<file path="src/rtl/main_bus_ctrl.sv">
// rtl/main_bus_ctrl.sv - main bus controller: instruction forwarding, slave bus arbitration, memory access sequencing
module main_bus_ctrl #(
    parameter int DW      = 16,
    parameter int AW      = 16,
    parameter int IW      = 8,
    parameter int TIMEOUT = 15
) (
    input  logic          clock,
    input  logic          reset,
    input  logic          test_mode,
    input  logic          master_valid,
    input  logic [IW-1:0] master_instruction,
    output logic          master_ready,
    output logic          slave_request,
    output logic [IW-1:0] slave_instruction,
    input  logic          bus_request,
    input  logic [AW-1:0] slave_address,
    input  logic [DW-1:0] slave_wdata,
    input  logic          slave_write,
    output logic          bus_grant,
    output logic [AW-1:0] address,
    output logic [DW-1:0] data,
    output logic          mem_read,
    output logic          mem_write,
    input  logic [DW-1:0] mem_rdata,
    input  logic          mem_ack,
    output logic          data_ready,
    output logic          slave_ready,
    output logic          bus_error
);

    typedef enum logic [1:0] {IDLE, GRANT, ACCESS, DONE} state_t;

    localparam logic [7:0] TLAST = 8'(TIMEOUT - 1);

    state_t        state;
    state_t        state_next;
    logic [AW-1:0] lat_addr;
    logic [DW-1:0] lat_wdata;
    logic          lat_write;
    logic [DW-1:0] rd_hold;
    logic [7:0]    tcnt;

    logic          start;
    logic          ack_hit;
    logic          expire;

    logic          grant_d;
    logic          read_d;
    logic          write_d;
    logic          ready_d;
    logic          dready_d;
    logic          err_d;
    logic [AW-1:0] addr_d;
    logic [DW-1:0] data_d;
    logic [DW-1:0] hold_d;
    logic [7:0]    tcnt_d;

    assign start   = (state == IDLE) && bus_request && !test_mode;
    assign ack_hit = (state == ACCESS) && mem_ack;
    assign expire  = (state == ACCESS) && !mem_ack && (tcnt == TLAST);

    assign master_ready = !slave_request;

    always_ff @(posedge clock or posedge reset) begin
        if (reset) begin
            state <= IDLE;
        end else begin
            state <= state_next;
        end
    end

    always_comb begin
        state_next = state;
        case (state)
            IDLE:    if (start) state_next = GRANT;
            GRANT:   state_next = ACCESS;
            ACCESS:  if (ack_hit || expire) state_next = DONE;
            DONE:    state_next = IDLE;
            default: state_next = IDLE;
        endcase
    end

    // Outputs are computed one cycle ahead from the next state and then registered.
    always_comb begin
        grant_d  = (state_next != IDLE);
        read_d   = (state_next == ACCESS) && !lat_write;
        write_d  = (state_next == ACCESS) && lat_write;
        ready_d  = (state_next == DONE);
        dready_d = ack_hit && !lat_write;
        err_d    = expire;
        tcnt_d   = (state == ACCESS) ? tcnt + 8'd1 : 8'd0;
        if (start) begin
            addr_d = slave_address;
        end else if (state_next == IDLE) begin
            addr_d = '0;
        end else begin
            addr_d = lat_addr;
        end
        data_d = data;
        hold_d = rd_hold;
        if (start) begin
            data_d = slave_write ? slave_wdata : rd_hold;
        end else if (ack_hit && !lat_write) begin
            data_d = mem_rdata;
            hold_d = mem_rdata;
        end else if (expire) begin
            data_d = '1;
            hold_d = '1;
        end else if (state == DONE) begin
            data_d = rd_hold;
        end
    end

    always_ff @(posedge clock or posedge reset) begin
        if (reset) begin
            bus_grant   <= 1'b0;
            mem_read    <= 1'b0;
            mem_write   <= 1'b0;
            slave_ready <= 1'b0;
            data_ready  <= 1'b0;
            bus_error   <= 1'b0;
            address     <= '0;
            data        <= '0;
            rd_hold     <= '0;
            tcnt        <= 8'd0;
        end else begin
            bus_grant   <= grant_d;
            mem_read    <= read_d;
            mem_write   <= write_d;
            slave_ready <= ready_d;
            data_ready  <= dready_d;
            bus_error   <= err_d;
            address     <= addr_d;
            data        <= data_d;
            rd_hold     <= hold_d;
            tcnt        <= tcnt_d;
        end
    end

    always_ff @(posedge clock or posedge reset) begin
        if (reset) begin
            lat_addr  <= '0;
            lat_wdata <= '0;
            lat_write <= 1'b0;
        end else if (start) begin
            lat_addr  <= slave_address;
            lat_wdata <= slave_wdata;
            lat_write <= slave_write;
        end
    end

    // An offer is only taken while nothing is pending, so set and clear never collide.
    always_ff @(posedge clock or posedge reset) begin
        if (reset) begin
            slave_request     <= 1'b0;
            slave_instruction <= '0;
        end else if (master_valid && !slave_request) begin
            slave_request     <= 1'b1;
            slave_instruction <= master_instruction;
        end else if (start) begin
            slave_request     <= 1'b0;
        end
    end

    logic unused_wdata;
    assign unused_wdata = ^lat_wdata;

endmodule

</file>
<file path="config.mk">
export PLATFORM = sky130hd
export DESIGN_NAME = main_bus_ctrl
export DESIGN_NICKNAME = d
export VERILOG_FILES = /design/src/rtl/main_bus_ctrl.sv
export SDC_FILE = /design/constraint.sdc
export NUM_CORES = 1
export LEC_CHECK = 0
export ABC_AREA = 0
export ABC_CLOCK_PERIOD_IN_PS = 3900
export CAP_MARGIN = 30
export CORE_ASPECT_RATIO = 0.7
export CORE_MARGIN = 5
export CORE_UTILIZATION = 48
export DETAILED_ROUTE_END_ITERATION = 10
export PLACE_DENSITY = 0.9
export SETUP_SLACK_MARGIN = 0.15
export SLEW_MARGIN = 10
export SYNTH_ARGS = -nofsm -noshare
export SYNTH_HDL_FRONTEND = slang
export SYNTH_SLANG_ARGS = --single-unit
</file>
<file path="constraint.sdc">
create_clock -name clock -period 3.9 [get_ports clock]
set_input_delay 0.78 -clock clock [delete_from_list [all_inputs] [get_ports clock]]
set_output_delay 0.78 -clock clock [all_outputs]
set_load 0.05 [all_outputs]
</file>
### Yosys cells after proc, flatten, opt, wreduce, memory -nomap -nowiden

Cells that the tools add are included.

* output and inout port bits: 48
* logic and storage cells: 59
* bits of input ports: 63
* flip-flop bits (word level): 90

* muxes and demuxes: 15
* bitwise gates (word level): 1
* reduce and logical (&&, ||, !) cells: 21
* $add $sub $neg: 1
* equal/unequal tests: 6

Operators by type and width (count)
* 16-bit two-way mux: 9
* 1-bit logical AND: 9
* 8-bit by 1-bit adder with 8-bit output (second input constant): 1
* 2-bit == test (second input constant): 4
* 8-bit by 4-bit == test with 1-bit output (second input constant): 1
* 8-bit two-way mux: 1
* 2-bit case mux with 4 select lines: 1
* 2-bit nonzero test: 3
* 1-bit logical NOT: 4
* 2-bit logical NOT: 2
* 2-bit two-way mux: 2
* 4-bit nonzero test: 1
* 2-bit by 1-bit == test with 1-bit output (second input constant): 1
* 1-bit two-way mux: 2
* 2-bit AND reduction: 1
* 1-bit logical OR: 1
* 1-bit NOT: 1

### Longest topological paths before layout

* depth in word-level cells: 9
* depth in mapped cells: 10
* mapped depth without buffers: 7

### Worst setup path after synthesis

OpenSTA, ideal clock, no wires.

* kind: input port to flip-flop
* start point: in mem_ack
* end point: reg data[0]
* library setup time: 0.128 ns
* data required time: 3.772 ns
* buffers on the path: 3
* arrival time: 1.997 ns
* setup slack: 1.775 ns
* stages on the path: 7
* cells stage by stage: and3b_1 > a31o_1 > buf_4 > or3_1 > buf_2 > buf_6 > a2bb2oi_1

* word-level cells in the longest chain between the ends: 6
* elaborated cells between the ends (all ways): 9
* those cells by class: 3 x mux; 6 x reduce/logical

Ends and longest elaborated chain
* start: declaration: RTL line 26 `input logic mem_ack,`
* 1-bit logical NOT: RTL line 61 `assign expire = (state == ACCESS) && !mem_ack && (tcnt == TLAST);`
* 1-bit logical AND (2 in a row): RTL line 61
* 16-bit two-way mux: RTL line 107 `end else if (expire) begin`
* 16-bit two-way mux: RTL line 104 `end else if (ack_hit && !lat_write) begin`
* 16-bit two-way mux: RTL line 102 `if (start) begin`
* end signal: assignment: RTL line 135 `data <= data_d;`
* end: declaration: RTL line 22 `output logic [DW-1:0] data,`

Parallel ways exist; a longest one is shown, timed or not.
A chain may end at the register's enable or synchronous reset.

### Worst setup path in the final report

* start point: in test_mode
* end point: reg data[14]

* word-level cells in the longest chain between the ends: 3
* elaborated cells between the ends (all ways): 4
* those cells by class: 1 x mux; 3 x reduce/logical

Ends and longest elaborated chain
* start: declaration: RTL line 10 `input logic test_mode,`
* 1-bit logical NOT *: RTL line 59 `assign start = (state == IDLE) && bus_request && !test_mode;`
* 1-bit logical AND *: RTL line 59
* 4-bit nonzero test (no source line) or 16-bit two-way mux (tied branches)

Every way passes the cells marked *; elsewhere a longest branch is shown, timed or not.

==> results.rst <==
.. list-table::
   :header-rows: 1

   * - Metric
     - Value
   * - CP peak stage delay
     - 660 ps
   * - Initial DRC Count
     - 316
   * - List of cells traversed by the critical path
     - clkdlybuf4s50_1 > nand3b_1 > buf_4 > nand4_1 > nand3_1 > a2bb2oi_1
   * - Number of non-filler instances in the completed layout
     - 551
   * - Total number of H-tree levels
     - 3
   * - Area of placed instances
     - 5091 um^2
   * - Vias per std cell
     - 5.819
   * - Slowest stage cell on the critical path
     - sky130_fd_sc_hd__nand4_1
   * - Worst Setup Start Kind
     - input pin
   * - Buffers plus inverters on the worst setup path
     - 2
   * - Largest net degree at the start of global routing
     - 51
   * - Path depth of the worst reg2reg path
     - 7
   * - Dpl hpwl
     - 6815 um
   * - Number of buffers on the longest clock path
     - 2
   * - Critical path endpoint category
     - flop
   * - Antenna diodes
     - 0
   * - Final instance area
     - 5378 um^2
   * - I/O Pins
     - 111
   * - Leakage Power
     - 2.414 nW
   * - Die Height
     - 85.44 um
   * - Floorplan die area
     - 10060 um^2
   * - Total of fill cells in the finished design
     - 579
   * - Nets in the synthesized netlist
     - 411
   * - # nets final
     - 513
   * - Std-Cell Rows
     - 27
   * - Area growth from synthesis to layout
     - 37.80%
   * - Clock Tree Root
     - sky130_fd_sc_hd__clkbuf_16
   * - Max rail drop VDD
     - 0.4789 mV
   * - Outcome
     - finished, final reports clean
   * - Min setup slack post-route
     - 1254 ps
   * - Synth unique cells
     - 37
   * - Post-synthesis register bit count
     - 90
   * - Wirelength, routed
     - 10550 um
   * - Final weighted congestion of routability-driven global placement
     - 0.8155
   * - # Max-Cap Violations
     - 0
   * - Input/output buffers
     - 110
   * - Fmax
     - 378.0 MHz
   * - Initial cell density of the core
     - 49.37%
   * - Clk pin slew, worst setup/hold paths
     - 60 ps
   * - Hold Path Stages
     - 2
   * - CTS tree
     - done
   * - Number of hold buffers added after cts
     - 0
   * - Post-cts sizing count
     - 0
   * - Setup violations, final
     - 0
   * - Most frequent standard cell in the layout excluding fill and tap cells
     - sky130_fd_sc_hd__clkdlybuf4s50_1
   * - RSZ-0062 raised after global routing
     - no
   * - Critical setup path kind
     - input pin to flop
   * - Wire length of the first global-routing pass
     - 17550 um
   * - Setup skew after layout
     - 9.935 ps
   * - Count of pins over their slew limit
     - 0
   * - CTS buffer count
     - 9
   * - Overall routing resource usage
     - 21.63%
   * - Post-Route Setup TNS
     - 0 ps
   * - Fraction of the core area covered by cells at the end of the flow
     - 68.03%
   * - Post-Syn Area per Cell
     - 11.38 um^2
   * - ANT nets after route
     - 0
   * - Number of warnings issued by yosys
     - 0
   * - Number of standard cells after synthesis
     - 343
   * - CP Max Fanout
     - 37
   * - Post-route fraction of the period consumed by the critical path
     - 67.83%
   * - Vias in the first global route
     - 3367
   * - Insertion delay to the later sink of the worst-skew pair
     - 340 ps
   * - Power per cell area
     - 887.4 nW/um^2
   * - Wire length per cell
     - 19.15 um
   * - Share of post-route cells with drive strength above 1
     - 8.667%
   * - WP data arrival
     - 2850 ps
   * - Capture point of the worst reg-to-reg path
     - rd_hold[15]$_DFFE_PP0P_
   * - Normalized max-slew margin
     - 46.04%
   * - Fraction of the yosys area taken by sequential cells
     - 57.71%
   * - Placement Setup Slack
     - 981.3 ps
   * - Die boundary width
     - 117.8 um
   * - Worst-case register-to-register setup slack
     - 1380 ps
   * - DRC violations left
     - 0
   * - Routed vias
     - 3206
   * - Number of hold violations in the final report
     - 0
   * - Minimum clock period
     - 2646 ps
   * - Cell count after placement
     - 535
   * - Antenna violations before repair
     - 0
   * - Startpoint of the worst-slack reg-to-reg timing path
     - state[0]$_DFF_PP0_
   * - Worst hold-check path type
     - flop to flop
   * - Core region area
     - 7905 um^2
   * - Post-synthesis cell area
     - 3902 um^2
   * - Delay-heaviest family, CP
     - simple AND/OR/NAND/NOR gates
   * - Worst Hold Path EP
     - lat_addr[12]$_DFFE_PP0P_
   * - Remaining global-route overflow
     - 0
   * - CTS Sinks
     - 90
   * - Final total power
     - 4.772 mW
   * - Required time at the worst-slack endpoint
     - 4100 ps
   * - Number of setup buffers added after CTS
     - 0
   * - Most frequent cells in the layout
     - 110 x sky130_fd_sc_hd__clkdlybuf4s50_1, 90 x sky130_fd_sc_hd__dfrtp_1, 68 x sky130_fd_sc_hd__nand2_1
   * - Worst Min Path Start
     - lat_addr[12]$_DFFE_PP0P_
   * - Worst-case hold slack
     - 466.8 ps
   * - Router iterations before antenna repair
     - 5
   * - Slew at the pin with the worst max-slew slack
     - 808.5 ps
worst reg2reg max path: stages, from the launching register on:
cell,delay [ps]
sky130_fd_sc_hd__dfrtp_1,410
sky130_fd_sc_hd__inv_1,110
sky130_fd_sc_hd__ha_1,360
sky130_fd_sc_hd__nor2b_1,270
sky130_fd_sc_hd__a31o_1,190
sky130_fd_sc_hd__buf_4,240
sky130_fd_sc_hd__and2_1,610
sky130_fd_sc_hd__o32a_1,280
layout make-up:
| cell class | count | area [um^2] | share of cell area (%) |
|---|---|---|---|
| clock buffer | 10 | 239.0 | 4.444 |
| sequential | 90 | 2252 | 41.88 |
| multi-input combinational | 218 | 1508 | 28.04 |
| clock inverter | 6 | 47.55 | 0.8841 |
| tap | 101 | 126.4 | 2.350 |
| timing repair buffer | 118 | 1174 | 21.82 |
| inverter | 8 | 31.28 | 0.5817 |
state kept, by name, summed over array words and instances (netlist names):
signal             count
bus_grant              1
address               16
tcnt                   8
lat_addr              16
mem_read               1
mem_write              1
bus_error              1
data_ready             1
slave_request          1
rd_hold               16
data                  16
slave_ready            1
state                  2
lat_write              1
slave_instruction      8
logic make-up (layout without fill, tap and decap cells):
group | count (synthesis) | count (layout) | share of synthesized area (%)
flip-flops | 90 | 90 | 57.71
AO/OA/AOI/OAI | 70 | 70 | 15.52
XOR/XNOR | 6 | 6 | 1.347
adder cells (fa/ha/maj) | 5 | 5 | 1.603
buffers and inverters | 35 | 142 | 3.879
multiplexers | 24 | 24 | 6.444
AND/OR/NAND/NOR | 113 | 113 | 13.50
Yosys cell counts:
| master | instances | area (um^2) |
|---|---|---|
| sky130_fd_sc_hd__xnor2_1 | 4 | 35.03 |
| sky130_fd_sc_hd__and3b_1 | 2 | 17.52 |
| sky130_fd_sc_hd__dfrtp_1 | 90 | 2252 |
| sky130_fd_sc_hd__buf_2 | 6 | 30.03 |
| sky130_fd_sc_hd__and2_1 | 7 | 43.79 |
| sky130_fd_sc_hd__nor3_1 | 1 | 5.000 |
| sky130_fd_sc_hd__clkbuf_2 | 1 | 5.000 |
| sky130_fd_sc_hd__o31a_1 | 1 | 8.760 |
| sky130_fd_sc_hd__inv_1 | 7 | 26.28 |
| sky130_fd_sc_hd__a21o_1 | 1 | 7.510 |
| sky130_fd_sc_hd__nand2_1 | 68 | 255.2 |
| sky130_fd_sc_hd__clkbuf_1 | 18 | 67.56 |
| sky130_fd_sc_hd__nand3b_1 | 1 | 7.510 |
| sky130_fd_sc_hd__a31o_1 | 1 | 8.760 |
| sky130_fd_sc_hd__nor2b_1 | 4 | 25.02 |
| sky130_fd_sc_hd__nand3b_2 | 1 | 11.26 |
| sky130_fd_sc_hd__and3_1 | 4 | 25.02 |
| sky130_fd_sc_hd__xor2_1 | 2 | 17.52 |
| sky130_fd_sc_hd__mux2i_1 | 15 | 150.1 |
| sky130_fd_sc_hd__o21ai_1 | 1 | 5.000 |
| sky130_fd_sc_hd__buf_6 | 1 | 11.26 |
| sky130_fd_sc_hd__ha_1 | 5 | 62.56 |
| sky130_fd_sc_hd__nor4b_2 | 1 | 15.01 |
| sky130_fd_sc_hd__o41ai_1 | 1 | 8.760 |
| sky130_fd_sc_hd__nor2_1 | 2 | 7.510 |
| sky130_fd_sc_hd__nand3_1 | 19 | 95.09 |
| sky130_fd_sc_hd__or3_1 | 1 | 6.260 |
| sky130_fd_sc_hd__o221ai_1 | 16 | 140.1 |
| sky130_fd_sc_hd__mux2_2 | 9 | 101.4 |
| sky130_fd_sc_hd__a2bb2oi_1 | 16 | 140.1 |
| sky130_fd_sc_hd__a31oi_1 | 1 | 6.260 |
| sky130_fd_sc_hd__nand4_1 | 1 | 6.260 |
| sky130_fd_sc_hd__o32a_1 | 16 | 160.2 |
| sky130_fd_sc_hd__buf_4 | 1 | 7.510 |
| sky130_fd_sc_hd__nand2b_1 | 1 | 6.260 |
| sky130_fd_sc_hd__inv_2 | 1 | 3.750 |
| sky130_fd_sc_hd__a21boi_0 | 16 | 120.1 |
how the worst max path moves through the flow:
stage	depth (start not counted)	to	startpoint	slack (ps)
after floorplan	1	address[0]$_DFF_PP0_	reset	780
after global placement	6	data[4]$_DFFE_PP0P_	mem_ack	1030
after detailed placement	6	data[7]$_DFFE_PP0P_	mem_ack	980
after CTS	6	data[14]$_DFFE_PP0P_	mem_ack	1280
after global routing	6	data[14]$_DFFE_PP0P_	test_mode	1120
final	6	data[14]$_DFFE_PP0P_	test_mode	1250
routing by layer:
metal,up-vias,wire length [um],GRT usage [%]
met5,-,0,0
met4,0,158,6.042
met3,20,1203,8.261
met2,213,4903,34.55
met1,1542,4285,27.79
li1,1431,-,-
where the power goes:
part / total [mW] / internal [mW] / switching, mW / leakage, nW
combinational: 2.38 / 0.903 / 1.48 / 1.19
sequential: 1.56 / 1.33 / 0.228 / 1.08
clock: 0.830 / 0.456 / 0.374 / 0.140
total: 4.77 / 2.69 / 2.08 / 2.41
Note: power is estimated with default switching activity, not from simulation.
